File: src/rtl/pipeline_pkg.sv
// Shared definitions for the pipeline control slice: controller state encodings
// and register-address constants used by ID, EX and the register bank.
package pipeline_pkg;

  localparam int REG_ADDR_W = 5;
  localparam logic [REG_ADDR_W-1:0] REG_ZERO = '0;

  typedef enum logic [2:0] {
    ST_IDLE   = 3'd0,
    ST_RUN    = 3'd1,
    ST_STEP   = 3'd2,
    ST_DRAIN  = 3'd3,
    ST_HALTED = 3'd4
  } state_t;

endpackage

File: src/rtl/hazard_detect.sv
// Combinational load-use hazard detection with the ID stall and IF/ID flush
// strobes, gated by the controller's enable and halt.
module hazard_detect #(
  parameter int REG_ADDR_W = pipeline_pkg::REG_ADDR_W
) (
  input  logic                  i_enable,
  input  logic                  i_halt,
  input  logic                  i_jump_id,
  input  logic                  i_mem_read_ex,
  input  logic [REG_ADDR_W-1:0] i_rt_ex,
  input  logic [REG_ADDR_W-1:0] i_rs_id,
  input  logic [REG_ADDR_W-1:0] i_rt_id,
  output logic                  o_lu,
  output logic                  o_stall,
  output logic                  o_flush_if
);
  import pipeline_pkg::*;

  always_comb begin
    o_lu       = i_mem_read_ex && (i_rt_ex != REG_ADDR_W'(REG_ZERO)) &&
                 ((i_rt_ex == i_rs_id) || (i_rt_ex == i_rt_id));
    // A jump waiting on a stalled operand is flushed only once the stall clears.
    o_stall    = i_enable && o_lu && !i_halt;
    o_flush_if = i_enable && i_jump_id && !o_lu && !i_halt;
  end

endmodule

File: src/rtl/pipeline_controller.sv
// Run/step sequencing, HALT drain and cycle counting for the five-stage pipeline;
// hazard strobes come from hazard_detect.
module pipeline_controller #(
  parameter int DRAIN_CYCLES = 4,
  parameter int REG_ADDR_W   = pipeline_pkg::REG_ADDR_W,
  parameter int CNT_W        = 32
) (
  input  logic                  i_clk,
  input  logic                  i_reset,
  input  logic                  i_run,
  input  logic                  i_step,
  input  logic                  i_clear,
  input  logic                  i_halt_id,
  input  logic                  i_jump_id,
  input  logic                  i_mem_read_ex,
  input  logic [REG_ADDR_W-1:0] i_rt_ex,
  input  logic [REG_ADDR_W-1:0] i_rs_id,
  input  logic [REG_ADDR_W-1:0] i_rt_id,
  output logic                  o_enable,
  output logic                  o_stall,
  output logic                  o_flush_if,
  output logic                  o_halt,
  output logic [2:0]            o_state,
  output logic [CNT_W-1:0]      o_cycle_count,
  output logic                  o_step_done,
  output logic                  o_done
);
  import pipeline_pkg::*;

  localparam int DCW = (DRAIN_CYCLES > 1) ? $clog2(DRAIN_CYCLES) : 1;

  state_t         state, state_next;
  logic [DCW-1:0] drain_cnt;
  logic           lu, halt_acc, step_done_next, done_next;

  always_comb begin
    o_enable = (state == ST_RUN) || (state == ST_STEP) || (state == ST_DRAIN);
    o_halt   = (state == ST_DRAIN) || (state == ST_HALTED);
    o_state  = state;
  end

  hazard_detect #(.REG_ADDR_W(REG_ADDR_W)) u_hazard (
    .i_enable      (o_enable),
    .i_halt        (o_halt),
    .i_jump_id     (i_jump_id),
    .i_mem_read_ex (i_mem_read_ex),
    .i_rt_ex       (i_rt_ex),
    .i_rs_id       (i_rs_id),
    .i_rt_id       (i_rt_id),
    .o_lu          (lu),
    .o_stall       (o_stall),
    .o_flush_if    (o_flush_if)
  );

  // Enabled and not already halting means RUN or STEP.
  assign halt_acc = i_halt_id && o_enable && !o_halt && !lu;

  always_comb begin
    state_next     = state;
    step_done_next = 1'b0;
    done_next      = 1'b0;
    unique case (state)
      ST_IDLE: begin
        if (i_run)       state_next = ST_RUN;
        else if (i_step) state_next = ST_STEP;
      end
      ST_RUN: begin
        if (halt_acc) state_next = ST_DRAIN;
      end
      ST_STEP: begin
        if (halt_acc) begin
          state_next = ST_DRAIN;
        end else begin
          state_next     = ST_IDLE;
          step_done_next = 1'b1;
        end
      end
      ST_DRAIN: begin
        if (drain_cnt == '0) begin
          state_next = ST_HALTED;
          done_next  = 1'b1;
        end
      end
      ST_HALTED: begin
        if (i_clear) state_next = ST_IDLE;
      end
      default: state_next = ST_IDLE;
    endcase
  end

  always_ff @(posedge i_clk or negedge i_reset) begin
    if (!i_reset) begin
      state       <= ST_IDLE;
      o_step_done <= 1'b0;
      o_done      <= 1'b0;
    end else begin
      state       <= state_next;
      o_step_done <= step_done_next;
      o_done      <= done_next;
    end
  end

  always_ff @(posedge i_clk or negedge i_reset) begin
    if (!i_reset) begin
      drain_cnt <= '0;
    end else if (state != ST_DRAIN && state_next == ST_DRAIN) begin
      drain_cnt <= DCW'(DRAIN_CYCLES - 1);
    end else if (state == ST_DRAIN && drain_cnt != '0) begin
      drain_cnt <= drain_cnt - DCW'(1);
    end
  end

  always_ff @(posedge i_clk or negedge i_reset) begin
    if (!i_reset)      o_cycle_count <= '0;
    else if (i_clear)  o_cycle_count <= '0;
    else if (o_enable) o_cycle_count <= o_cycle_count + CNT_W'(1);
  end

endmodule

File: config.mk
export PLATFORM = sky130hd
export DESIGN_NAME = pipeline_controller
export DESIGN_NICKNAME = d
export VERILOG_FILES = /design/src/rtl/pipeline_pkg.sv /design/src/rtl/hazard_detect.sv /design/src/rtl/pipeline_controller.sv
export SDC_FILE = /design/constraint.sdc
export NUM_CORES = 1
export LEC_CHECK = 0
export ABC_AREA = 1
export CAP_MARGIN = 20
export CORE_MARGIN = 4
export CORE_UTILIZATION = 51
export DETAILED_ROUTE_END_ITERATION = 7
export HOLD_SLACK_MARGIN = 0.12
export PLACE_DENSITY = 0.78
export SETUP_SLACK_MARGIN = 0.3
export SLEW_MARGIN = 20
export SYNTH_ARGS = -nofsm -noshare
export SYNTH_HDL_FRONTEND = slang
export SYNTH_SLANG_ARGS = --single-unit
File: constraint.sdc
create_clock -name i_clk -period 2.2 [get_ports i_clk]
set_clock_uncertainty 0.1 [all_clocks]
set_input_delay 0.33 -clock i_clk [delete_from_list [all_inputs] [get_ports i_clk]]
set_output_delay 0.33 -clock i_clk [all_outputs]
set_load 0.005 [all_outputs]
==> results of run 1 <==
## final cells by class
cell class / instances / area share
Multi-Input combinational cell: 326 / 0.417
Sequential cell: 39 / 0.262
Timing Repair Buffer: 79 / 0.200
Inverter: 59 / 0.0607
Tap cell: 70 / 0.0235
Clock buffer: 5 / 0.0185
Clock inverter: 3 / 0.0181
## final timing paths
check / start / to / slack [ns] / depth (start not counted)
max: o_state[0] / o_enable / 0.34 / 4
min: i_reset / o_cycle_count[31] / 0.37 / 2
max reg2reg: o_state[0] / o_cycle_count[6] / 0.42 / 8
min reg2reg: drain_cnt[1] / drain_cnt[1] / 0.43 / 2
max in group asynchronous: i_reset / o_state[0] / 1.09 / 3
min in group i_clk: drain_cnt[1] / drain_cnt[1] / 0.43 / 2
## per-stage QoR
stage                     utilization  hold WS (ns)
after detailed placement        0.672         0.170
after global routing            0.716         0.404
after CTS                       0.709         0.375
final                           0.716         0.371
after global placement          0.672         0.158
after floorplan                     -       -0.0656
## sequential cells by signal, summed over array words and instances, names as in the netlist
| signal | count |
|---|---|
| o_done | 1 |
| o_step_done | 1 |
| o_state | 3 |
| o_cycle_count | 32 |
| drain_cnt | 2 |
## cells by family (layout without fill, tap and decap cells)
group / count (synthesis) / after routing
and+or+nand+nor: 290 / 290
AOI/OAI and AO/OA: 31 / 31
DFF: 39 / 39
xor gates and xnor gates: 3 / 3
buffers and inverters: 65 / 146
adders and majority gates: 2 / 2
## report_power, final
| group | switching [mW] | internal (mW) |
|---|---|---|
| combinational | 0.504 | 0.380 |
| clock | 0.277 | 0.453 |
| sequential | 0.0593 | 0.780 |
## cells in the final DEF, fill, tap and decap left out, types with 12 or more instances in the layout
cell type          n
buf_4             12
clkdlybuf4s50_1   43
dfrtp_1           37
dlygate4sd2_1     13
inv_1             50
nand2_1          137
nand2_2           12
nand3_1           25
nand4_1           16
nor2_1            73
## repair_timing
| action | CTS | global route |
|---|---|---|
| setup buffers | 7 | 1 |
| hold buffers | 1 | 0 |
| pin swaps | 7 | 6 |
| resized for setup | 33 | 14 |
| gates cloned | 0 | 0 |
| hold endpoints to repair | 14 | 0 |
| endpoints found under the setup margin | 5 | 6 |
## routing by layer
metal / vias up / track usage / part of all wire
met1: 1387 / 0.303 / 0.43
li1: 1508 / - / -
met5: - / 0 / 0
met2: 106 / 0.432 / 0.49
met3: 13 / 0.0515 / 0.060
met4: 0 / 0.0864 / 0.019
==> parameters.txt, run 1 <==
Parameter                              Value

Run status
  Status    finished, final reports clean

Place
  Post-Place Cell Area    3500 µm²
  Placer's final routability congestion estimate    0.919
  Placed Instances    564
  Pre-CTS setup slack    -0.192 ns
  Port-buffer cells    63
  Placed wire-length estimate after detailed placement    5.76 mm

Synthesis
  Primary flip-flop cell chosen by synthesis mapping    dfrtp_1
  FFs w/ async S/R, synth    1.00
  Count of flip-flops with a built-in enable after synthesis    0
  Top area cells in the synthesized netlist    dfrtp_1 (35%), nand2_1 (19%), nor2_1 (10%)
  Post-Synth Adder-Cell Area    0.00900
  Yosys cell types    32
  Sequential share of the synthesized area    0.351
  Count leader, synth    nand2_1
  Count of warnings emitted by yosys    0
  Synthesized netlist net count    455
  Largest family of logic cells by synthesized area    simple AND/OR/NAND/NOR gates
  Syn Inst Count    430
  Compound-gate portion of the synthesized area    0.0594
  Post-Synth Simple-Gate Area    0.474
  Multiplexer share of the synthesized area    0
  Mean instance size in the synthesized netlist    6.47 µm²
  Post-Synth XOR/XNOR Area    0.00945
  Library cell occupying the most area in the post-synthesis netlist    dfrtp_1
  Register bit total from synthesis    39
  Area share of the leading cell type in the synthesized netlist    0.351
  Synth cell count leaders    nand2_1 (138), nor2_1 (75), inv_1 (54)
  Cell area after synthesis    2780 µm²

STA
  Ratio of final minimum period to clock period    0.847
  Setup repair after global routing missed its margin    yes
  Normalized max-slew margin    0.742
  Pins Over Slew Limit    0
  Least-Margin Pin Slew    0.387 ns
  Maximum clock frequency    537 MHz
  Worst Setup Slack, final    0.336 ns
  Number of endpoints with negative hold slack in the final report    0
  Final critical-path required period    1.86 ns
  Fin Setup TNS    0 ns
  Total of endpoints with negative setup slack in the final report    0

Cells and area
  Fraction of final layout cells sized beyond drive strength 1    0.141
  Final-layout fill cell count    462
  Final non-filler cell total    581
  Area taken by flip-flops and latches    978 µm²
  Final std cell area, no fill    3730 µm²
  Layout overhead on the synthesized area    34.1%
  Multi-input combinational cell area    1560 µm²
  Number of diodes added for antenna fixing    0
  Total number of nets in the final design    535

Setup path
  Required time at the worst-slack endpoint    1.77 ns
  CP Class    reg -> out
  Family with the most delay on the worst path    flip-flops
  Slowest stage cell, crit path    dfrtp_2
  Buf+Inv Stages, Crit Path    2
  Type of element launching the critical path    flip-flop
  Slowest Stage Delay on Critical Path    0.43 ns
  Crit Path Max Fanout    14
  Critical path arrival    1.43 ns
  Critical path endpoint category    primary output
  Sequence of cells on the critical path    nor2_4 > nor2_8 > buf_12 > dlygate4sd2_1

Power and ir drop
  Maximum VDD drop    0.000808 V
  LEAKAGE    1.73 nW
  PD cells    658 nW/µm²
  Total Power Consumption    2.45 mW

Global route
  Number of global-route vias before repair    2966
  Antenna violations before repair    0
  Congestion Overflow GR    0
  Maximum number of pins on one net before global-route repair    19
  Wire length of the first global-routing pass    13.0 mm
  Total global routing track utilization    0.248

Clock network
  Cts bufs inserted    5
  Worst skew pair latency    0.30 ns
  Number of sinks handled by clock tree synthesis    39
  Total number of H-tree levels    2
  Maximum number of buffers from clock root to sink    2
  Clock tree from TritonCTS    built
  Clock root buffer    clkbuf_8
  Clock-pin transition on the worst setup and hold timing paths    0.09 ns

Routing
  Number of DRC violations after detailed-routing iteration 0    162
  First drt pass iteration count    5
  Final antenna-violating net count    0
  Via count    3014
  Via density per instance    5.19
  DRC violations left    0
  Total length of routed wires    7.70 mm
  WL per Instance    13.3 µm

Die
  Vertical die dimension    81.8 µm
  Die Outline Area    6700 µm²
  Die W    81.8 µm
  Core outline area    5200 µm²
  IO Count    64
  Number of placement rows    26
  Starting density of the core    0.534

Min path
  Type of the worst min-delay path    in -> async

Flow run
  Maximum Capacitance Violations    0
Note: power is estimated with default switching activity, not from simulation.
==> inputs of run 2 (changes only) <==
- clock period: 2.2 -> 1.74 ns (I/O delays scaled with it)
==> run 2 against run 1 <==
Effect of this change: the flow now finishes with violations (DRC, setup timing); count of clock-buffer cells in the layout stayed put; power increased by 65%; clock power fell by 7.5%; via count increased by 45%; worst setup slack got worse by 0.68 ns; non-clock buffer count is 85 higher; routed wire length rose by 110%; largest power group unchanged.
==> parameters.txt, run 2 (synthesis gave the netlist of run 1 again) <==
Parameter                              Value

Setup path
  Slowest stage cell, crit path    dfrtp_1
  Sequence of cells on the critical path    buf_6 > buf_6 > nand2_4 > nor2_4 > nand2_1 > nor2_1 > nand4_1 > nor2_1 > nor2_1
  Cell repeated most along the worst path    nor2_1
  Family with the most delay on the worst path    simple AND/OR/NAND/NOR gates
  Reg2Reg Setup Slack    -0.34 ns
  R2r endpoint    o_cycle_count[19]
  Type of element launching the critical path    flip-flop
  Slowest Stage Delay on Critical Path    0.40 ns
  CP Class    reg -> reg
  Required time at the worst-slack endpoint    1.84 ns
  R2R cell count    9
  Critical path arrival    2.18 ns
  Crit Path Max Fanout    5
  Buf+Inv Stages, Crit Path    2
  Critical path endpoint category    flip-flop
  Reg-to-Reg Start    o_cycle_count[8]

Clock network
  Cts bufs inserted    5
  Maximum number of buffers from clock root to sink    2
  Clock root buffer    clkbuf_8
  Clock-pin transition on the worst setup and hold timing paths    0.08 ns
  Number of sinks handled by clock tree synthesis    39
  Worst skew pair latency    0.33 ns
  Total number of H-tree levels    2
  Clock tree from TritonCTS    built

Die
  Die W    81.8 µm
  Core outline area    5200 µm²
  Number of placement rows    26
  Starting density of the core    0.534
  IO Count    64
  Vertical die dimension    81.8 µm
  Die Outline Area    6700 µm²

Cells and area
  Flip-flop count of the largest register, all copies and words added    32
  Final std cell area, no fill    4840 µm²
  Most flop-heavy register    o_cycle_count
  Final non-filler cell total    666
  Top library cells by usage in the layout, fill and taps aside    nand2_1 (118), nor2_1 (58), buf_4 (54), buf_6 (50), inv_1 (47)
  Total number of nets in the final design    620
  Post-layout utilization of the core    0.931
  Number of diodes added for antenna fixing    0
  Fraction of final layout cells sized beyond drive strength 1    0.416
  Layout overhead on the synthesized area    74.3%
  Most frequent standard cell in the layout excluding fill and tap cells    nand2_1

Run status
  Violated checks    DRC, setup timing
  Status    finished with violations

STA
  Setup repair after global routing missed its margin    yes
  Maximum clock frequency    480 MHz
  Least-Margin Pin Slew    0.583 ns
  Final critical-path required period    2.08 ns
  Number of endpoints with negative hold slack in the final report    0
  Total of endpoints with negative setup slack in the final report    29
  Worst Setup Slack, final    -0.343 ns
  Ratio of final minimum period to clock period    1.20
  Pins Over Slew Limit    0
  Normalized max-slew margin    0.612

Power and ir drop
  Switching power    1.61 mW
  LEAKAGE    2.43 nW
  PD cells    833 nW/µm²
  Internal power of the cells    2.43 mW
  Combinational share of power    0.566
  Clock share of power    0.167
  Maximum VDD drop    0.00108 V
  Portion of total power attributed to sequential cells    0.267
  Sw frac    0.398

Global route
  Met3 usage in global routing    0.0713
  Wire length of the first global-routing pass    15.9 mm
  Maximum number of pins on one net before global-route repair    23
  Met2 Resource Use GR    0.558
  Congestion Overflow GR    0
  Antenna violations before repair    0
  Most crowded layer after global routing    met2
  Number of global-route vias before repair    3463
  Total global routing track utilization    0.311
  Global routing met1 resource utilization    0.333

Place
  Placer's final routability congestion estimate    0.971
  Placed Instances    583
  Port-buffer cells    63
  Pre-CTS setup slack    -0.522 ns
  Post-Place Cell Area    3650 µm²
  Placed wire-length estimate after detailed placement    6.01 mm

Routing
  Via count    4366
  WL per Instance    23.8 µm
  DRC violations left    2
  Via density per instance    6.56
  Final antenna-violating net count    0
  First drt pass iteration count    8
  Number of DRC violations after detailed-routing iteration 0    668
  Total length of routed wires    15.9 mm

Min path
  Type of the worst min-delay path    in -> async

Flow run
  Maximum Capacitance Violations    0
==> run 2: changes by cell type in the layout (fill, tap and decap cells not counted), moves of 13 or more <==
cell             change
clkdlybuf4s50_1     -35
nand2_2             +13
nand2_1             -19
dfrtp_1             -13
dlygate4sd2_1       +25
buf_4               +42
nor2_1              -15
buf_6               +48
dfrtp_2             +13
==> run 2: worst reg2reg max path: stages (launching register included) <==
cell and delay (ns):
dfrtp_1 0.40, buf_6 0.13, buf_6 0.10, nand2_4 0.06, nor2_4 0.19, nand2_1 0.08
nor2_1 0.34, nand4_1 0.22, nor2_1 0.24, nor2_1 0.09
==> run 2: area by class of cell <==
class,count,area (µm²)
Inverter,59,243
Clock buffer,5,68.8
Tap cell,70,87.6
Timing Repair Buffer,164,1540
Clock inverter,3,15.0
Fill cell,185,360
Sequential cell,39,995
Multi-Input combinational cell,326,1890
==> run 2: worst max path at each step <==
stage,start,cells past startpoint,slack (ns),endpoint
2_1_floorplan,o_cycle_count[1],8,0.29,o_cycle_count[10]
3_3_place_gp,i_rt_ex[0],10,-0.46,o_stall
3_5_place_dp,i_rt_ex[3],9,-0.52,o_flush_if
4_1_cts,o_state[2],7,-0.008,o_stall
5_1_grt,o_cycle_count[19],9,-0.53,o_cycle_count[23]
6_report,o_cycle_count[8],9,-0.34,o_cycle_count[19]
==> run 2: timing repair <==
item	in CTS	in global routing
hold buffers	1	0
setup buffers	51	23
pin swaps	39	42
hold endpoints to repair	21	0
endpoints found under the setup margin	75	48
gates cloned	0	0
gates resized for setup	176	97
==> run 2: metrics by stage <==
| stage | setup TNS (ns) | total power [mW] | hold WS, ns |
|---|---|---|---|
| 3_5_place_dp | -1.50 | 2.22 | 0.164 |
| 3_3_place_gp | -1.11 | 2.19 | 0.157 |
| 4_1_cts | -0.0138 | 3.33 | 0.388 |
| 6_report | -4.04 | 4.04 | 0.368 |
| 2_1_floorplan | 0 | 1.64 | -0.135 |
| 5_1_grt | -6.72 | 4.18 | 0.371 |
==> run 2: power by group through the flow <==
stage               sequential, mW  clock [mW]  combinational, mW
floorplan                     1.09           0              0.554
global placement              1.08           0               1.11
detailed placement            1.08           0               1.14
CTS                           1.06       0.621               1.66
global route                  1.08       0.711               2.39
finish                        1.08       0.674               2.28
==> run 2: metal layers <==
layer | part of all wire | vias to the layer above
li1 | - | 1678
met1 | 0.31 | 1997
met2 | 0.44 | 470
met3 | 0.13 | 219
met4 | 0.12 | 2
met5 | 0.0018 | -
